**src/rtl/ps2_keypad_rx.sv**
```systemverilog
// PS/2 keyboard receiver: filters the device clock, deframes 11-bit frames and
// decodes scan-code set 2 make/break sequences into a 16-key Chip-8 keypad.
module ps2_keypad_rx #(
  parameter int FILTER_LEN     = 8,
  parameter int TIMEOUT_CYCLES = 7425
) (
  input  logic        clk,
  input  logic        rst,
  input  logic        ps2_clk_pin,
  input  logic        ps2_data_pin,
  input  logic        clear_newest_key_down,
  output logic [15:0] input_keys,
  output logic [4:0]  newest_key_down,
  output logic [7:0]  scancode,
  output logic        scancode_valid,
  output logic        frame_err
);

  localparam int              TW          = $clog2(TIMEOUT_CYCLES + 1);
  localparam logic [TW-1:0]   TIMEOUT_MAX = TW'(TIMEOUT_CYCLES);
  localparam logic [3:0]      FILT_LAST   = 4'(FILTER_LEN - 1);

  typedef enum logic [1:0] {IDLE, DATA, PARITY, STOP} rx_state_t;

  logic clk_meta, clk_sync, data_meta, data_sync;
  logic filt_level, fall;
  logic [3:0] filt_cnt;

  // NOTE: every clocked block uses non-blocking assignments so all registers
  // update from the same pre-edge values regardless of block ordering.
  always_ff @(posedge clk or negedge rst) begin
    if (!rst) begin
      clk_meta  <= 1'b1;
      clk_sync  <= 1'b1;
      data_meta <= 1'b1;
      data_sync <= 1'b1;
    end else begin
      clk_meta  <= ps2_clk_pin;
      clk_sync  <= clk_meta;
      data_meta <= ps2_data_pin;
      data_sync <= data_meta;
    end
  end

  // A new clock level is accepted on its FILTER_LEN-th consecutive sample.
  always_ff @(posedge clk or negedge rst) begin
    if (!rst) begin
      filt_level <= 1'b1;
      filt_cnt   <= '0;
      fall       <= 1'b0;
    end else if (clk_sync == filt_level) begin
      filt_cnt <= '0;
      fall     <= 1'b0;
    end else if (filt_cnt == FILT_LAST) begin
      filt_level <= clk_sync;
      filt_cnt   <= '0;
      fall       <= ~clk_sync;
    end else begin
      filt_cnt <= filt_cnt + 4'd1;
      fall     <= 1'b0;
    end
  end

  rx_state_t        state, state_n;
  logic [2:0]       bit_cnt, bit_cnt_n;
  logic [7:0]       shreg, shreg_n;
  logic             par_bit, par_bit_n;
  logic             byte_ok, byte_bad;
  logic [TW-1:0]    idle_cnt;

  // NOTE: every output of this block gets a default first, so no path can
  // leave a signal unassigned and infer a latch.
  always_comb begin
    state_n   = state;
    bit_cnt_n = bit_cnt;
    shreg_n   = shreg;
    par_bit_n = par_bit;
    byte_ok   = 1'b0;
    byte_bad  = 1'b0;
    if (fall) begin
      unique case (state)
        IDLE: begin
          if (!data_sync) begin
            state_n   = DATA;
            bit_cnt_n = '0;
          end else begin
            byte_bad = 1'b1;
          end
        end
        DATA: begin
          shreg_n   = {data_sync, shreg[7:1]};
          bit_cnt_n = bit_cnt + 3'd1;
          if (bit_cnt == 3'd7) state_n = PARITY;
        end
        PARITY: begin
          par_bit_n = data_sync;
          state_n   = STOP;
        end
        STOP: begin
          if (data_sync && (^{shreg, par_bit})) byte_ok  = 1'b1;
          else                                  byte_bad = 1'b1;
          state_n = IDLE;
        end
        default: state_n = IDLE;
      endcase
    end else if (state != IDLE && idle_cnt == TIMEOUT_MAX) begin
      state_n = IDLE;
    end
  end

  always_ff @(posedge clk or negedge rst) begin
    if (!rst) begin
      state          <= IDLE;
      bit_cnt        <= '0;
      shreg          <= '0;
      par_bit        <= 1'b0;
      idle_cnt       <= '0;
      scancode       <= '0;
      scancode_valid <= 1'b0;
      frame_err      <= 1'b0;
    end else begin
      state          <= state_n;
      bit_cnt        <= bit_cnt_n;
      shreg          <= shreg_n;
      par_bit        <= par_bit_n;
      scancode_valid <= byte_ok;
      frame_err      <= byte_bad;
      if (byte_ok) scancode <= shreg;
      if (fall)                         idle_cnt <= '0;
      else if (idle_cnt != TIMEOUT_MAX) idle_cnt <= idle_cnt + 1'b1;
    end
  end

  function automatic logic [4:0] key_lookup(input logic [7:0] code);
    case (code)
      8'h16: key_lookup = 5'h11;  8'h1E: key_lookup = 5'h12;
      8'h26: key_lookup = 5'h13;  8'h25: key_lookup = 5'h1C;
      8'h15: key_lookup = 5'h14;  8'h1D: key_lookup = 5'h15;
      8'h24: key_lookup = 5'h16;  8'h2D: key_lookup = 5'h1D;
      8'h1C: key_lookup = 5'h17;  8'h1B: key_lookup = 5'h18;
      8'h23: key_lookup = 5'h19;  8'h2B: key_lookup = 5'h1E;
      8'h1A: key_lookup = 5'h1A;  8'h22: key_lookup = 5'h10;
      8'h21: key_lookup = 5'h1B;  8'h2A: key_lookup = 5'h1F;
      default: key_lookup = 5'h00;
    endcase
  endfunction

  logic       key_hit;
  logic [3:0] key_idx;
  logic       ext, brk;

  always_comb begin
    {key_hit, key_idx} = key_lookup(scancode);
  end

  // A press load is written after the clear so it wins when both coincide.
  always_ff @(posedge clk or negedge rst) begin
    if (!rst) begin
      input_keys      <= '0;
      newest_key_down <= '0;
      ext             <= 1'b0;
      brk             <= 1'b0;
    end else begin
      if (clear_newest_key_down) newest_key_down[4] <= 1'b0;
      if (frame_err) begin
        ext <= 1'b0;
        brk <= 1'b0;
      end else if (scancode_valid) begin
        if (scancode == 8'hE0) begin
          ext <= 1'b1;
        end else if (scancode == 8'hF0) begin
          brk <= 1'b1;
        end else begin
          ext <= 1'b0;
          brk <= 1'b0;
          if (!ext && key_hit) begin
            if (brk) begin
              input_keys[key_idx] <= 1'b0;
            end else begin
              input_keys[key_idx] <= 1'b1;
              if (!input_keys[key_idx]) newest_key_down <= {1'b1, key_idx};
            end
          end
        end
      end
    end
  end

endmodule

```
**config.mk**
```make
export PLATFORM = sky130hd
export DESIGN_NAME = ps2_keypad_rx
export DESIGN_NICKNAME = d
export VERILOG_FILES = /design/src/rtl/ps2_keypad_rx.sv
export SDC_FILE = /design/constraint.sdc
export NUM_CORES = 1
export LEC_CHECK = 0
export BUFFER_PORTS_ARGS = -buffer_cell sky130_fd_sc_hd__buf_2
export CORE_AREA = 2 2 104 86
export CTS_CLUSTER_SIZE = 30
export DETAILED_ROUTE_END_ITERATION = 8
export DIE_AREA = 0 0 106 88
export RECOVER_POWER = 50
export SLEW_MARGIN = 20
export SYNTH_ARGS = -nofsm -noshare
export SYNTH_HDL_FRONTEND = slang
export SYNTH_SLANG_ARGS = --single-unit
export TNS_END_PERCENT = 20
```
**constraint.sdc**
```tcl
create_clock -name clk -period 2.8 [get_ports clk]
set_input_delay 0.42 -clock clk [delete_from_list [all_inputs] [get_ports clk]]
set_output_delay 0.42 -clock clk [all_outputs]
set_load 0.01 [all_outputs]
```
==> After elaboration in Yosys (flattened, before gate mapping) <==
Memory sizes are Yosys's and may differ from the RTL's.
Cells that the tools add are included.
{ "op_classes": {"bitwise": 10, "n_mux": 42, "n_lt_le_gt_ge": 2, "add_sub_neg": 3, "n_eq_ne": 15, "n_reduce_logical": 22} }
{ "op_table": {"columns": ["op", "n"], "rows": [
  ["$mux 5", 8],
  ["$mux 13", 2],
  ["$mux 1", 19],
  ["$and 16x16->16", 1],
  ["$eq 8x8->1 const B", 2],
  ["$mux 16", 1],
  ["$not 16->16", 1],
  ["$or 16x16->16", 1],
  ["$add 13x1->13 const B", 1],
  ["$eq 13x13->1 const B", 1],
  ["$ne 13x13->1 const B", 1],
  ["$reduce_and 2->1", 5],
  ["$reduce_bool 2->1", 5],
  ["$ne 3x3->1 const B", 3],
  ["$reduce_xor 9->1", 1],
  ["$mux 2", 4],
  ["$mux 4", 2],
  ["$pmux 2 s4", 1],
  ["$not 1->1", 7],
  ["$reduce_and 7->1", 1],
  ["$pmux 3 s2", 1],
  ["$reduce_and 3->1", 2],
  ["$lt 4x5->1 const B", 1],
  ["$reduce_and 5->1", 1],
  ["other kinds (16)", 22]
]} }
{ "word_totals": {"mem_count": 1, "word_cells": 115, "mem_bits_ro": 320, "in_bits": 5, "regBits": 70} }
{ "mem_list": {"columns": ["memory", "depth", "word_bits", "read_ports", "rd_clocked_by_memory_dff", "wr", "line_no", "rtl"], "rows": [
  ["(no name shown)", 64, 5, 1, 0, 0, "135", "case (code)"]
]} }

==> Longest topological paths before layout <==
{ "logic_depth": {"word_depth": 11, "ltp_mapped": 11, "depth_no_buf": 10} }

==> Least setup slack after synthesis <==
Ideal clock, no wire load.
{ "synth_timing": {"path_kind": "register to register", "start": "register scancode[1]", "end": "register newest_key_down[1]", "stages_incl_launch_ff": 11, "synth_period_minus_slack_ps": 2879, "arrival_time_ps": 2754, "slack_ps": -79, "path_cell_list": "dfrtp_1 > inv_1 > ha_1 > nor2_1 > or4b_4 > nand3_4 > mux2_2 > o221a_2 > o22a_2 > o32ai_4 > mux2_4"} }
{ "synth_between": {"elab_chain_len": 6, "word_cells_on_any_way": 11, "classes_between": "eq/ne (2); mux (3); bitwise (3); reduce/logical (2); memory (1)"} }
{ "synth_rtl": {"columns": ["item", "line_no", "rtl"], "rows": [
  ["start, declared", "14", "output logic [7:0] scancode,"],
  ["start signal, assigned", "128", "if (byte_ok) scancode <= shreg;"],
  ["$mem_v2 64x5", null, null],
  ["$mux 5", "135", null],
  ["$bmux 1 s4", "181", "if (!input_keys[key_idx]) newest_key_down <= {1'b1, key_idx};"],
  ["$mux 1 (implied by the code)", "181", null],
  ["$not 1->1 (no line)", null, null],
  ["$reduce_and 7->1 (no line)", null, null],
  ["end signal, assigned", "181", null],
  ["end, declared", "13", "output logic [4:0] newest_key_down,"]
]} }
Several ways; a longest one is shown, not always the timed one. The select of a mux whose other input is x is not followed.
A chain may end at the register's enable or synchronous reset.

==> Worst setup path after layout <==
Same ends and word-level chain as after synthesis.

==> flow_metrics.tcl <==
set metrics [dict create \
    synth-main-ff-cell "dfrtp_1" \
    initial_util_pct 43.60 \
    syn_area_um2 3617 \
    syn2layout_area_growth_pct 19.06 \
    result_of_the_run "complete, but fails checks" \
    peakVddDrop_mv 0.2531 \
    fmax_mhz 357.6 \
    die_area_um2 9328 \
    chipHeight_um 88 \
    met1_demand_to_capacity_share_in_global_routing_pct 24.75 \
    firstDrtPassIters 4 \
    use_met3_pct 4.836 \
    static-leakage-power_nw 2.013 \
    netlist-cell-type-count 59 \
    width_of_the_die_um 106 \
    cts_max_path_buffers 2 \
    num_io_pins 36 \
    timing.critical_path.slowest_cell_delay_ps 530 \
    initialDrtViolationCount 120 \
    yosys_warnings 0 \
    worstPathCellList "buf_4 -> ha_4 -> nor3b_2 -> or4b_4 -> nand3_4 -> mux2_4 -> o221a_1 -> o22a_2 -> o32ai_4 -> mux2_4" \
    tritoncts_num_sinks 70 \
    hold_class "in -> reg" \
    count_of_state_elements_after_synthesis 70 \
    synth.avg_cell_area_um2 11.03 \
    area.sequential_um2 1760 \
    worstPathRequired_ps 3030 \
    worst_path_most_repeated_cell "mux2_4" \
    timing.setup.critical_path_class "reg -> reg" \
    rsz0062_at_grt "true" \
    place_congestion 0.8227 \
    grtUsageMet2_pct 26.22 \
    ys_seq_area_share_pct 48.60 \
    multi_input_area_um2 1799 \
    io_buffers 35 \
    timing.critical_path.arrival_ps 3030 \
    via_per_inst 5.329 \
    asyncSetResetFlopFracSynth_pct 100.0 \
    drt_drc_violations_left 0 \
    mappedNetlistNets 346 \
    final.period_utilization_pct 99.88 \
    worstSetupStartpointType "register" \
    final-setup-viol-count 0 \
    grt_util_all_layers_pct 17.56 \
    n_antenna_cell 0 \
    cts-root-buf "clkbuf_8" \
    violations "capacitance limit, slew limit" \
    total_nets_final 400 \
    number_of_max_slew_violations_in_the_final_report 30 \
    placement_rows 30 \
    synth_cells 328 \
    antenna_found_initial 0 \
    floorplan.core_area_um2 8295 \
    dp.final_hpwl_um 5431 \
    clock_tree_from_tritoncts "yes" \
    critPathMaxFanout 6 \
    final-hold-violation-count 0 \
    cts_hold_buf 0 \
    p_per_area_nw_per_um2 519.3 \
    total_cts_buffers 9 \
    timing_worst_slew_pin_value_ps 1564 \
    first_global_vias 2538 \
    max_slew_margin_pct -4.289 \
    largest_net_degree_at_the_start_of_global_routing 33 \
    vias 2659 \
    grt.busiest_layer "met2" \
    insertion_delay_ps 340 \
    fillers 723 \
    ant_nets 0 \
    clkTransAtPathRegs_ps 80 \
    pre_cts_ws_ps 22.94 \
    cts.htree.levels 3 \
    slowest_stage "or4b_4" \
    finClkSkew_ps 7.954 \
    setup_tns_ps 0 \
    worst_slack_ps 3.278 \
    wire_length_of_the_first_global_routing_pass_um 12770 \
    route.final.wire_length_um 7639 \
    gr-total-overflow 0 \
    worstSetupEndpointType "register" \
    wl_per_cell_um 15.31 \
    layout-drive-gt1-share_pct 29.20 \
    max-cap-violations 1 \
    synth_edf_count 0 \
    timing.final.crit_period_ps 2797 \
]
[area by class of cell]
cell class              count  area share, %
well taps                 112          3.254
repair buffers             54          7.234
clock inverters             4          1.772
flip-flops and latches     70          40.88
multi-input cells         234          41.78
clock buffers              12          3.835
inverters                  13          1.249
[routing by layer]
layer  part of all wire (%)  wire, um
met5                      0         0
met4                    1.4       104
met3                    4.1       313
met2                     45      3410
met1                     50      3811
[worst max-delay path, delay by kind of cell, from the launching register on]
kind | cells | cell delay, ps
flip-flops | 1 | 390
multiplexers | 2 | 640
buffers and inverters | 1 | 160
adder cells (fa/ha/maj) | 1 | 150
AND/OR/NAND/NOR | 3 | 690
AO/OA/AOI/OAI | 3 | 650
[layout by cell type, fill, tap and decap left out, types with 5 or more instances in the layout]
cell      instances
nand3_1          12
buf_2            32
nand2b_1          6
inv_1            11
xor2_1            8
clkbuf_8         12
o21ai_0          22
nand2_1          11
nor2b_1          10
o21ai_1           5
dfrtp_1          63
ha_1             10
mux2_2           18
a21oi_1           9
nor2_1           23
nand3b_1          6
buf_4            16
xnor2_1          12
o31ai_1          17
[timing repair]
| item | CTS | global route |
|---|---|---|
| setup endpoints to repair | 0 | 5 |
| gates resized for setup | 0 | 4 |
| hold endpoints to repair | 0 | 0 |
| buffers inserted | 0 | 3 |
[path summary, 6_finish.rpt]
check                             start                          to  slack, ps  cells past startpoint
min in group asynchronous           rst          newest_key_down[0]        450                      1
setup reg to reg            scancode[1]          newest_key_down[1]          3                     10
hold reg to reg               data_meta                   data_sync        360                      0
max in group asynchronous           rst  asynchronous set/reset pin        820                      2
setup / recovery            scancode[1]          newest_key_down[1]          3                     10
hold / removal             ps2_data_pin                   data_meta        170                      1
[report_power, final]
part           internal (mW)  switching, mW
Combinational         0.0676         0.0721
Sequential              1.07         0.0665
Clock                  0.578          0.377
[stage by stage]
stage	cells	utilization (%)	hold slack [ps]	power (mW)	cell area, um2
floorplan	328	-	124.4	1.244	3662
global placement	480	48.84	345.9	1.296	4051
detailed placement	480	48.84	347.0	1.305	4051
CTS	496	51.75	126.4	2.278	4293
global route	499	51.92	137.3	2.345	4307
finish	499	51.92	171.3	2.236	4307
[logic make-up after synthesis]
family,after synthesis,share of synthesized area [%]
flip-flops,70,48.60
AO/OA/AOI/OAI,79,15.46
AND/OR/NAND/NOR,96,15.32
multiplexers,26,8.302
buffers and inverters,24,2.975
adder cells (fa/ha/maj),13,4.497
XOR/XNOR,20,4.843
[synth_stat cells, drive strengths merged, types with 5 or more instances]
| cell | count | area share, % |
|---|---|---|
| nor2 | 24 | 2.6 |
| mux2 | 23 | 7.5 |
| xor2 | 8 | 1.9 |
| nor2b | 11 | 2.1 |
| dfrtp | 65 | 45 |
| ha | 13 | 4.5 |
| inv | 13 | 1.3 |
| nand3 | 13 | 2.1 |
| xnor2 | 12 | 2.9 |
| o31ai | 17 | 3.5 |
| clkbuf | 6 | 0.62 |
| nand2 | 11 | 1.1 |
| o21ai | 27 | 3.7 |
| buf | 5 | 1.0 |
| nand3b | 6 | 1.2 |
| a21oi | 10 | 1.7 |
| nand2b | 6 | 1.0 |
| dfstp | 5 | 3.6 |
No activity file was read; power rests on OpenSTA's default activity.
